--- src/rtl/score_time_ctrl.sv ---
// score_time_ctrl: Pacman HUD game-status controller.
// Keeps the 3-digit BCD score and the 3-digit BCD countdown timer. Score
// events are queued in small per-type counters and credited one per cycle
// through a fixed-priority arbiter. A prescaler derives the 1 s timer tick.
module score_time_ctrl #(
  parameter int unsigned CLK_FREQ   = 31500000,
  parameter logic [11:0] START_TIME = 12'h120,
  parameter int unsigned PELLET_PTS = 1,
  parameter int unsigned POWER_PTS  = 5,
  parameter int unsigned GHOST_PTS  = 20
) (
  input  logic       clk,
  input  logic       reset,
  input  logic       game_start,
  input  logic       pause,
  input  logic       pellet_eaten,
  input  logic       power_eaten,
  input  logic       ghost_eaten,
  output logic [3:0] digit_score_ones,
  output logic [3:0] digit_score_tens,
  output logic [3:0] digit_score_hundreds,
  output logic [3:0] digit_time_ones,
  output logic [3:0] digit_time_tens,
  output logic [3:0] digit_time_hundreds,
  output logic       running,
  output logic       time_up,
  output logic       score_sat
);

  typedef enum logic [1:0] {S_IDLE, S_RUN, S_PAUSED, S_TIMEOUT} state_t;

  localparam int unsigned    PW       = (CLK_FREQ > 1) ? $clog2(CLK_FREQ) : 1;
  localparam logic [PW-1:0]  PRESC_TC = PW'(CLK_FREQ - 1);

  // Point values split into BCD tens/ones once, at elaboration.
  localparam logic [3:0] PEL_T = 4'(PELLET_PTS / 10);
  localparam logic [3:0] PEL_O = 4'(PELLET_PTS % 10);
  localparam logic [3:0] POW_T = 4'(POWER_PTS / 10);
  localparam logic [3:0] POW_O = 4'(POWER_PTS % 10);
  localparam logic [3:0] GHO_T = 4'(GHOST_PTS / 10);
  localparam logic [3:0] GHO_O = 4'(GHOST_PTS % 10);

  // Index of each event type in the pending/select vectors.
  localparam int EV_PEL = 0;
  localparam int EV_POW = 1;
  localparam int EV_GHO = 2;

  state_t          state_q, state_d;
  logic [11:0]     score_q, score_d;
  logic [11:0]     timer_q, timer_d;
  logic [2:0][1:0] pend_q, pend_d;
  logic [PW-1:0]   presc_q, presc_d;
  logic            running_q, running_d;
  logic            time_up_q, time_up_d;
  logic            sat_q, sat_d;

  logic [2:0]      sel;
  logic [2:0]      ev;
  logic [3:0]      add_t, add_o;
  logic [4:0]      sum_o, sum_t, sum_h;
  logic            c0, c1;
  logic [11:0]     score_add;
  logic [11:0]     timer_dec;
  logic            sec_tick;

  // Fixed-priority pick of one pending event type: ghost > power > pellet.
  always_comb begin
    sel   = '0;
    add_t = '0;
    add_o = '0;
    if (pend_q[EV_GHO] != 2'd0) begin
      sel[EV_GHO] = 1'b1; add_t = GHO_T; add_o = GHO_O;
    end else if (pend_q[EV_POW] != 2'd0) begin
      sel[EV_POW] = 1'b1; add_t = POW_T; add_o = POW_O;
    end else if (pend_q[EV_PEL] != 2'd0) begin
      sel[EV_PEL] = 1'b1; add_t = PEL_T; add_o = PEL_O;
    end
  end

  // BCD add of the selected 2-digit addend, clamped to 999 on overflow.
  always_comb begin
    c0    = 1'b0;
    c1    = 1'b0;
    sum_o = {1'b0, score_q[3:0]} + {1'b0, add_o};
    if (sum_o > 5'd9) begin
      sum_o = sum_o - 5'd10;
      c0    = 1'b1;
    end
    sum_t = {1'b0, score_q[7:4]} + {1'b0, add_t} + {4'd0, c0};
    if (sum_t > 5'd9) begin
      sum_t = sum_t - 5'd10;
      c1    = 1'b1;
    end
    sum_h = {1'b0, score_q[11:8]} + {4'd0, c1};
    if (sum_h > 5'd9) score_add = 12'h999;
    else              score_add = {sum_h[3:0], sum_t[3:0], sum_o[3:0]};
  end

  // BCD decrement with borrow; only applied while the timer is nonzero.
  always_comb begin
    timer_dec = timer_q;
    if (timer_q[3:0] != 4'd0) begin
      timer_dec[3:0] = timer_q[3:0] - 4'd1;
    end else begin
      timer_dec[3:0] = 4'd9;
      if (timer_q[7:4] != 4'd0) begin
        timer_dec[7:4] = timer_q[7:4] - 4'd1;
      end else begin
        timer_dec[7:4]  = 4'd9;
        timer_dec[11:8] = timer_q[11:8] - 4'd1;
      end
    end
  end

  // Next-state: prescaler, timer, event queues, score and game phase.
  always_comb begin
    state_d   = state_q;
    score_d   = score_q;
    timer_d   = timer_q;
    pend_d    = pend_q;
    presc_d   = presc_q;
    time_up_d = 1'b0;
    sec_tick  = 1'b0;

    // The timer is frozen whenever pause is high, even on the RUN cycle
    // that is about to enter PAUSED.
    if (state_q == S_RUN && !pause) begin
      if (presc_q == PRESC_TC) begin
        presc_d  = '0;
        sec_tick = 1'b1;
      end else begin
        presc_d = presc_q + PW'(1);
      end
    end
    if (sec_tick && timer_q != 12'h000) timer_d = timer_dec;

    // Credit the arbitrated event in any state so earned points drain.
    if (|sel) score_d = score_add;

    // Capture only in RUN; capture+service on one counter cancels out.
    ev = {ghost_eaten, power_eaten, pellet_eaten} & {3{state_q == S_RUN}};
    for (int i = 0; i < 3; i++) begin
      if (ev[i] && !sel[i] && pend_q[i] != 2'd3) pend_d[i] = pend_q[i] + 2'd1;
      else if (!ev[i] && sel[i])                 pend_d[i] = pend_q[i] - 2'd1;
    end

    case (state_q)
      S_RUN: begin
        if (sec_tick && timer_d == 12'h000) begin
          state_d   = S_TIMEOUT;
          time_up_d = 1'b1;
        end else if (pause) begin
          state_d = S_PAUSED;
        end
      end
      S_PAUSED: if (!pause) state_d = S_RUN;
      default: ;
    endcase

    // game_start overrides everything, including same-cycle events.
    if (game_start) begin
      score_d   = 12'h000;
      timer_d   = START_TIME;
      presc_d   = '0;
      pend_d    = '0;
      state_d   = (START_TIME == 12'h000) ? S_TIMEOUT : S_RUN;
      time_up_d = (START_TIME == 12'h000);
    end

    running_d = (state_d == S_RUN);
    sat_d     = (score_d == 12'h999);
  end

  // State registers with synchronous reset.
  always_ff @(posedge clk) begin
    if (reset) begin
      state_q   <= S_IDLE;
      score_q   <= 12'h000;
      timer_q   <= START_TIME;
      pend_q    <= '0;
      presc_q   <= '0;
      running_q <= 1'b0;
      time_up_q <= 1'b0;
      sat_q     <= 1'b0;
    end else begin
      state_q   <= state_d;
      score_q   <= score_d;
      timer_q   <= timer_d;
      pend_q    <= pend_d;
      presc_q   <= presc_d;
      running_q <= running_d;
      time_up_q <= time_up_d;
      sat_q     <= sat_d;
    end
  end

  assign digit_score_ones     = score_q[3:0];
  assign digit_score_tens     = score_q[7:4];
  assign digit_score_hundreds = score_q[11:8];
  assign digit_time_ones      = timer_q[3:0];
  assign digit_time_tens      = timer_q[7:4];
  assign digit_time_hundreds  = timer_q[11:8];
  assign running              = running_q;
  assign time_up              = time_up_q;
  assign score_sat            = sat_q;

endmodule

--- config.mk ---
export PLATFORM = sky130hd
export DESIGN_NAME = score_time_ctrl
export DESIGN_NICKNAME = d
export VERILOG_FILES = /design/src/rtl/score_time_ctrl.sv
export SDC_FILE = /design/constraint.sdc
export NUM_CORES = 1
export LEC_CHECK = 0
export BUFFER_PORTS_ARGS = -buffer_cell sky130_fd_sc_hd__clkbuf_2
export CAP_MARGIN = 15
export CORE_AREA = 4 4 96 98
export DETAILED_ROUTE_END_ITERATION = 6
export DIE_AREA = 0 0 100 102
export PLACE_DENSITY = 0.58
export SYNTH_ARGS = -nofsm -noshare
export SYNTH_HDL_FRONTEND = slang
export SYNTH_SLANG_ARGS = --single-unit
export TNS_END_PERCENT = 50
--- constraint.sdc ---
create_clock -name clk -period 4.6 [get_ports clk]
set_input_delay 0.92 -clock clk [delete_from_list [all_inputs] [get_ports clk]]
set_output_delay 0.92 -clock clk [all_outputs]
set_load 0.02 [all_outputs]
==> results.ini, run 1 <==
[outcome]
status = complete, but fails checks
violations = negative setup slack

[timing]
slew_headroom_pct = 43.26
grt_setup_unrepaired = true
finalMaxSlewViolations = 0
fin_crit_ns = 4.604
worst_slack_ns = -0.004374
tightest_slew_ns = 0.8491
fmax_mhz = 217.2
tns_ns = -0.004374
setup_viol_count_final = 1
fin_crit_sh_pct = 100.1
clock_skew_ns = 0.009210
hold_viol = 0

[logic_synthesis]
synthArstFlopShare_pct = 0
ys_seq_elements = 60
synth_simple_gate_area_share_pct = 30.28
syn_area_per_cell_sq_um = 8.063
synth_ff_type = dfxtp_1
synth.top_cell.area_share_pct = 36.34
synth-compound-area-share_pct = 14.08
synthMuxAreaShare_pct = 0.9841
yosysTopAreaCell = dfxtp_1
yosysSeqAreaShare_pct = 36.34
ys_warn_count = 0
synth_top_family_by_area = simple AND/OR/NAND/NOR gates
synth_edf_count = 0
synthesis.area_sq_mm = 0.003306
yosys-top-cells-area = dfxtp_1, nor2_1, ha_1, xor2_1, nand2_1
syn-num-nets = 432
synth_cell_types = 55
postSynthCellCount = 410
synth_fa_ha_area_share_pct = 5.905
synthXorXnorAreaFrac_pct = 8.478

[placement]
routabilityCongestion = 0.7916
hpwlAfterDp_mm = 5.571
port_buffers = 33
dpl_cell_area_sq_mm = 0.003740

[clock_tree]
cts_tree = built
clk_path_buf_depth = 2
root_buffer = clkbuf_8
path_clk_slew_ns = 0.07
htreeDepth = 3
cts.sinks = 60
numCtsBuffers = 9
clk_latency_ns = 0.34
holdBufCountCts = 0

[die]
die_x_microns = 100
num_rows = 34
ios = 34
initial_core_util_pct = 39.05
core_sq_mm = 0.008466
die_area_sq_mm = 0.01020
die_h_microns = 102

[route]
wirelength_mm = 8.090
drtAntennaViolNets = 0
vias_per_cell = 5.373
vias = 3068
drc = 0
drt_first_pass_iters = 4
wl_per_cell_microns = 14.17
drt_iter0_markers = 145

[worst_hold_path]
holdCritPathClass = register to register
hold_depth = 2
holdPathEnd = pend_q[5]
min_from = pend_q[5]

[final_layout]
fillerInstances = 824
multi_input_area_sq_mm = 0.002188
area_growth_pct = 25.44
drive_gt1_share_pct = 23.33
num_antenna_cells = 0
final_cell_mix = nor2_1, dfxtp_1, nand2_1
design_area_sq_mm = 0.004146
layout.nets = 481
regArea_sq_mm = 0.001205
layout_commonest_cell = nor2_1

[critical_path]
crit_chain = nor4_4 -> nor2_1 -> ha_2 -> ha_4 -> o32ai_4 -> o21ba_4 -> nor2_4 -> ha_4 -> fa_2 -> nand2b_4 -> a31oi_4 -> a21oi_4 -> ha_4 -> ha_4 -> nand2b_4 -> a41oi_2 -> nor3_2 -> buf_4 -> o211ai_1 -> nor3b_2 -> nand4_1 -> nor4_2
slowest_stage = fa_2
r2r_cells = 22
cp-end-kind = register
required_ns = 4.85
cp.depth = 22
r2r_start = pend_q[2]
critical_path.max_stage_delay_ns = 0.48
crit_type = register to register
r2r_slack_ns = -0.004
cp-start-kind = register
r2r_end = score_sat
crit_fanout = 6
worstPathArrival_ns = 4.86
cpMostUsedCell = ha_4
critPathBufInv = 1
cpLargestDelayFamily = adder cells

[global_route]
grt_pass1_wl_mm = 13.15
track_usage_pct = 15.92
grt_start_max_net_pins = 26
grt_overflow_total = 0
antenna_found_initial = 0
first_global_vias = 2843

[pwr]
total_leakage_power_nw = 1.561
vdd_drop_max_mv = 0.1684
powerDensity_mw_per_mm2 = 276.0
totalPowerFinal_w = 0.001145

[run]
cap_violations = 0

==> area by class of cell <==
cell class	count	share of cell area (%)
inverters	13	1.177
well taps	108	3.259
clock buffers	11	3.651
flip-flops and latches	60	29.06
repair buffers	57	8.328
clock inverters	4	1.750
multi-input cells	318	52.78
==> layer usage <==
metal	up-vias	wire length [microns]	part of all wire, %	GRT usage, %
met5	-	0	0	0
met4	0	121	1.5	5.803
met3	12	333	4.1	4.027
met2	59	3747	46	25.65
met1	1443	3888	48	20.76
li1	1554	-	-	-
==> cell families after synthesis <==
family / count (synthesis)
adders and majority gates: 15
buffers and inverters: 32
and+or+nand+nor: 197
AOI/OAI and AO/OA: 71
muxes: 3
xor gates and xnor gates: 32
DFF: 60
==> metrics by stage <==
stage | hold WS, ns | instances | utilization, % | worst slack, ns
CTS | 0.4866 | 565 | 47.00 | 0.009289
global placement | 0.4667 | 550 | 44.18 | 0.04497
finish | 0.4830 | 571 | 48.98 | -0.004374
detailed placement | 0.4770 | 550 | 44.18 | -0.05233
floorplan | 0.4545 | 410 | - | 0.05378
global route | 0.5233 | 571 | 48.98 | -0.2283
==> worst max path at each step <==
stage	from	slack, ns	endpoint
after global placement	pend_q[1]	0.04	score_sat
after detailed placement	pend_q[1]	-0.05	score_sat
after global routing	pend_q[2]	-0.23	score_sat
after CTS	pend_q[1]	0.009	score_sat
after floorplan	pend_q[1]	0.05	score_sat
final	pend_q[2]	-0.004	score_sat
==> synthesized netlist by cell type (all sizes together) (7+ instances only) <==
cell type	count
nor3	15
a211oi	7
o21ai	15
inv	13
dfxtp	60
clkbuf	16
ha	14
xor2	19
nand4	10
and3	14
xnor2	13
nand3	10
nor2	63
nand2	36
a21oi	19
or3	8
==> report_power, final <==
part           switching (W)   total, W  leakage, nW  internal (W)
Sequential        0.00000506   0.000529        0.485      0.000524
Clock               0.000214   0.000544        0.111      0.000331
Combinational      0.0000458  0.0000715        0.965     0.0000258
==> tightest hold or removal path: cells and delay by family, from the launching register on <==
family	cells	cell delay, ns
simple gates	2	0.11
flops	1	0.34
==> registers in the layout, indices dropped and copies added, names as in the netlist <==
signal / count
presc_q: 25
score_q: 12
timer_q: 12
pend_q: 6
state_q: 2
running: 1
score_sat: 1
time_up: 1
==> what timing repair did <==
action                                  in CTS  in global routing
pin swaps                                    1                 16
gates resized for setup                      3                 21
endpoints found under the hold margin        0                  0
endpoints found under the setup margin       2                  7
buffers inserted                             0                  6
Power figures use the tool's default switching activity.
==> run 2, diff against run 1 <==
Settings changed: CELL_PAD_IN_SITES_DETAIL_PLACEMENT set to 1, CELL_PAD_IN_SITES_GLOBAL_PLACEMENT set to 1, PLACE_DENSITY 0.58 to 0.74.
==> run 2 against run 1 <==
The run now ends clean. Clock power fell by 1%. Die area did not move. Via count rose by 5.3%.
==> results.ini, run 2 (synthesized netlist as in run 1, its figures left out) <==
[timing]
fin_crit_ns = 4.592  ; -0.01197 ns
setup_viol_count_final = 0  ; -1
tightest_slew_ns = 0.8623  ; +0.01314 ns
worst_slack_ns = 0.007593  ; +0.01197 ns
slew_headroom_pct = 42.38  ; -0.88 points
fmax_mhz = 217.8  ; +0.26%
finalMaxSlewViolations = 0  ; unchanged
clock_skew_ns = 0.007012  ; -0.002198 ns
fin_crit_sh_pct = 99.83  ; -0.26 points
grt_setup_unrepaired = true
holdWs_ns = 0.4735  ; -0.009517 ns
hold_viol = 0  ; unchanged

[placement]
dpl_cell_area_sq_mm = 0.003710  ; -0.80%
port_buffers = 33  ; unchanged
hpwlAfterDp_mm = 6.688  ; +20%
routabilityCongestion = 0.8490  ; +7.3%
dp_slack_ns = -0.1535  ; -0.1012 ns

[worst_hold_path]
hold_depth = 2  ; unchanged
holdCritPathClass = register to register

[route]
wirelength_mm = 10.06  ; +24%
drtAntennaViolNets = 0  ; unchanged
drc = 0  ; unchanged
vias = 3231  ; +5.3%
drt_first_pass_iters = 4  ; unchanged
wl_per_cell_microns = 17.46  ; +23%
vias_per_cell = 5.609  ; +4.4%
drt_iter0_markers = 115  ; -21%

[pwr]
vdd_drop_max_mv = 0.1236  ; -27%
powerDensity_mw_per_mm2 = 273.1  ; -1.1%
total_leakage_power_nw = 1.595  ; +2.2%
totalPowerFinal_w = 0.001145  ; about the same

[clock_tree]
numCtsBuffers = 9  ; unchanged
clk_latency_ns = 0.35  ; about the same
path_clk_slew_ns = 0.07  ; about the same
clk_path_buf_depth = 2  ; unchanged
root_buffer = clkbuf_8
htreeDepth = 3  ; unchanged
cts_tree = built
cts.sinks = 60  ; unchanged

[final_layout]
layout_commonest_cell = nor2_1
area_growth_pct = 26.80
design_area_sq_mm = 0.004192  ; +1.1%
regMostFlops = presc_q
layout.nets = 486  ; +1.0%
fillerInstances = 1036  ; +26%
largest_reg_flops = 25  ; unchanged
final_cell_mix = nor2_1, dfxtp_1, nand2_1
drive_gt1_share_pct = 25.64  ; +2.3 points
top_regs = presc_q (25), score_q (12), timer_q (12)
num_antenna_cells = 0  ; unchanged

[die]
initial_core_util_pct = 39.05  ; unchanged
die_x_microns = 100  ; unchanged
die_area_sq_mm = 0.01020  ; unchanged
ios = 34  ; unchanged
num_rows = 34  ; unchanged
core_sq_mm = 0.008466  ; unchanged
die_h_microns = 102  ; unchanged

[critical_path]
cp-start-kind = register
r2r_cells = 22  ; unchanged
cp-end-kind = register
cpMostUsedCell = ha_4
slowest_stage = fa_1
crit_type = register to register
critical_path.max_stage_delay_ns = 0.49  ; about the same
cp.depth = 22  ; unchanged
critPathBufInv = 1  ; unchanged
crit_fanout = 5  ; -1
cpLargestDelayFamily = adder cells
worstPathArrival_ns = 4.84  ; -0.02 ns
crit_chain = nor4_4 -> nor2_2 -> ha_4 -> ha_4 -> o32ai_4 -> o21ba_4 -> nor2_4 -> ha_4 -> fa_1 -> nand2b_4 -> a31oi_4 -> a21oi_2 -> ha_2 -> ha_4 -> nand2b_4 -> a41oi_2 -> nor3_2 -> buf_4 -> a211oi_2 -> a211oi_2 -> nand4_1 -> nor4_1
required_ns = 4.85  ; about the same

[run]
cap_violations = 0  ; unchanged

[global_route]
grt_overflow_total = 0  ; unchanged
antenna_found_initial = 0  ; unchanged
grt_pass1_wl_mm = 16.10  ; +22%
first_global_vias = 3202  ; +13%
track_usage_pct = 19.93  ; +4.0 points
grt_start_max_net_pins = 26  ; unchanged

[outcome]
status = finished clean

## run 2: worst min-delay path: stages (launching register included)
cell and delay (ns):
dfxtp_2 0.35, nand2_1 0.06, nor2_1 0.03
## run 2: metrics by stage
step	utilization [%]	TNS (ns)	cells
after floorplan	-	0	410
after global placement	43.82	0	546
after detailed placement	43.82	-0.2574	546
after CTS	48.33	-0.02403	573
after global routing	49.51	-0.6361	576
final	49.51	0	576
## run 2: layer usage
layer,global-route usage (%),up-vias,part of all wire [%]
li1,-,1568,-
met3,3.345,24,3.4
met4,8.497,0,2.9
met5,0,-,0
met1,25.38,1573,45
met2,33.50,66,48
## run 2: worst paths after layout
path                   from        end  slack [ns]
hold / removal    pend_q[5]  pend_q[5]        0.47
setup reg to reg  pend_q[1]  score_sat       0.008
hold reg to reg   pend_q[5]  pend_q[5]        0.47
setup / recovery  pend_q[1]  score_sat       0.008
## run 2: area by class of cell
type	instances	area, sq um	share of cell area [%]
Sequential cell	60	1210	28.87
Timing Repair Buffer	62	382.9	9.134
Clock inverter	4	73.82	1.761
Inverter	13	48.80	1.164
Clock buffer	11	141.4	3.373
Multi-Input combinational cell	318	2200	52.48
Tap cell	108	135.1	3.224
## run 2: power breakdown
group	switching, W	internal, W	total (W)
sequential	0.00000573	0.000524	0.000529
clock	0.000219	0.000317	0.000536
combinational	0.0000518	0.0000275	0.0000793
## run 2: what timing repair did
action	4_1_cts	5_1_grt
setup endpoints to repair	4	11
hold buffers	0	0
gates resized for setup	15	18
gates cloned	1	0
pin swaps	19	17
buffers inserted	11	4
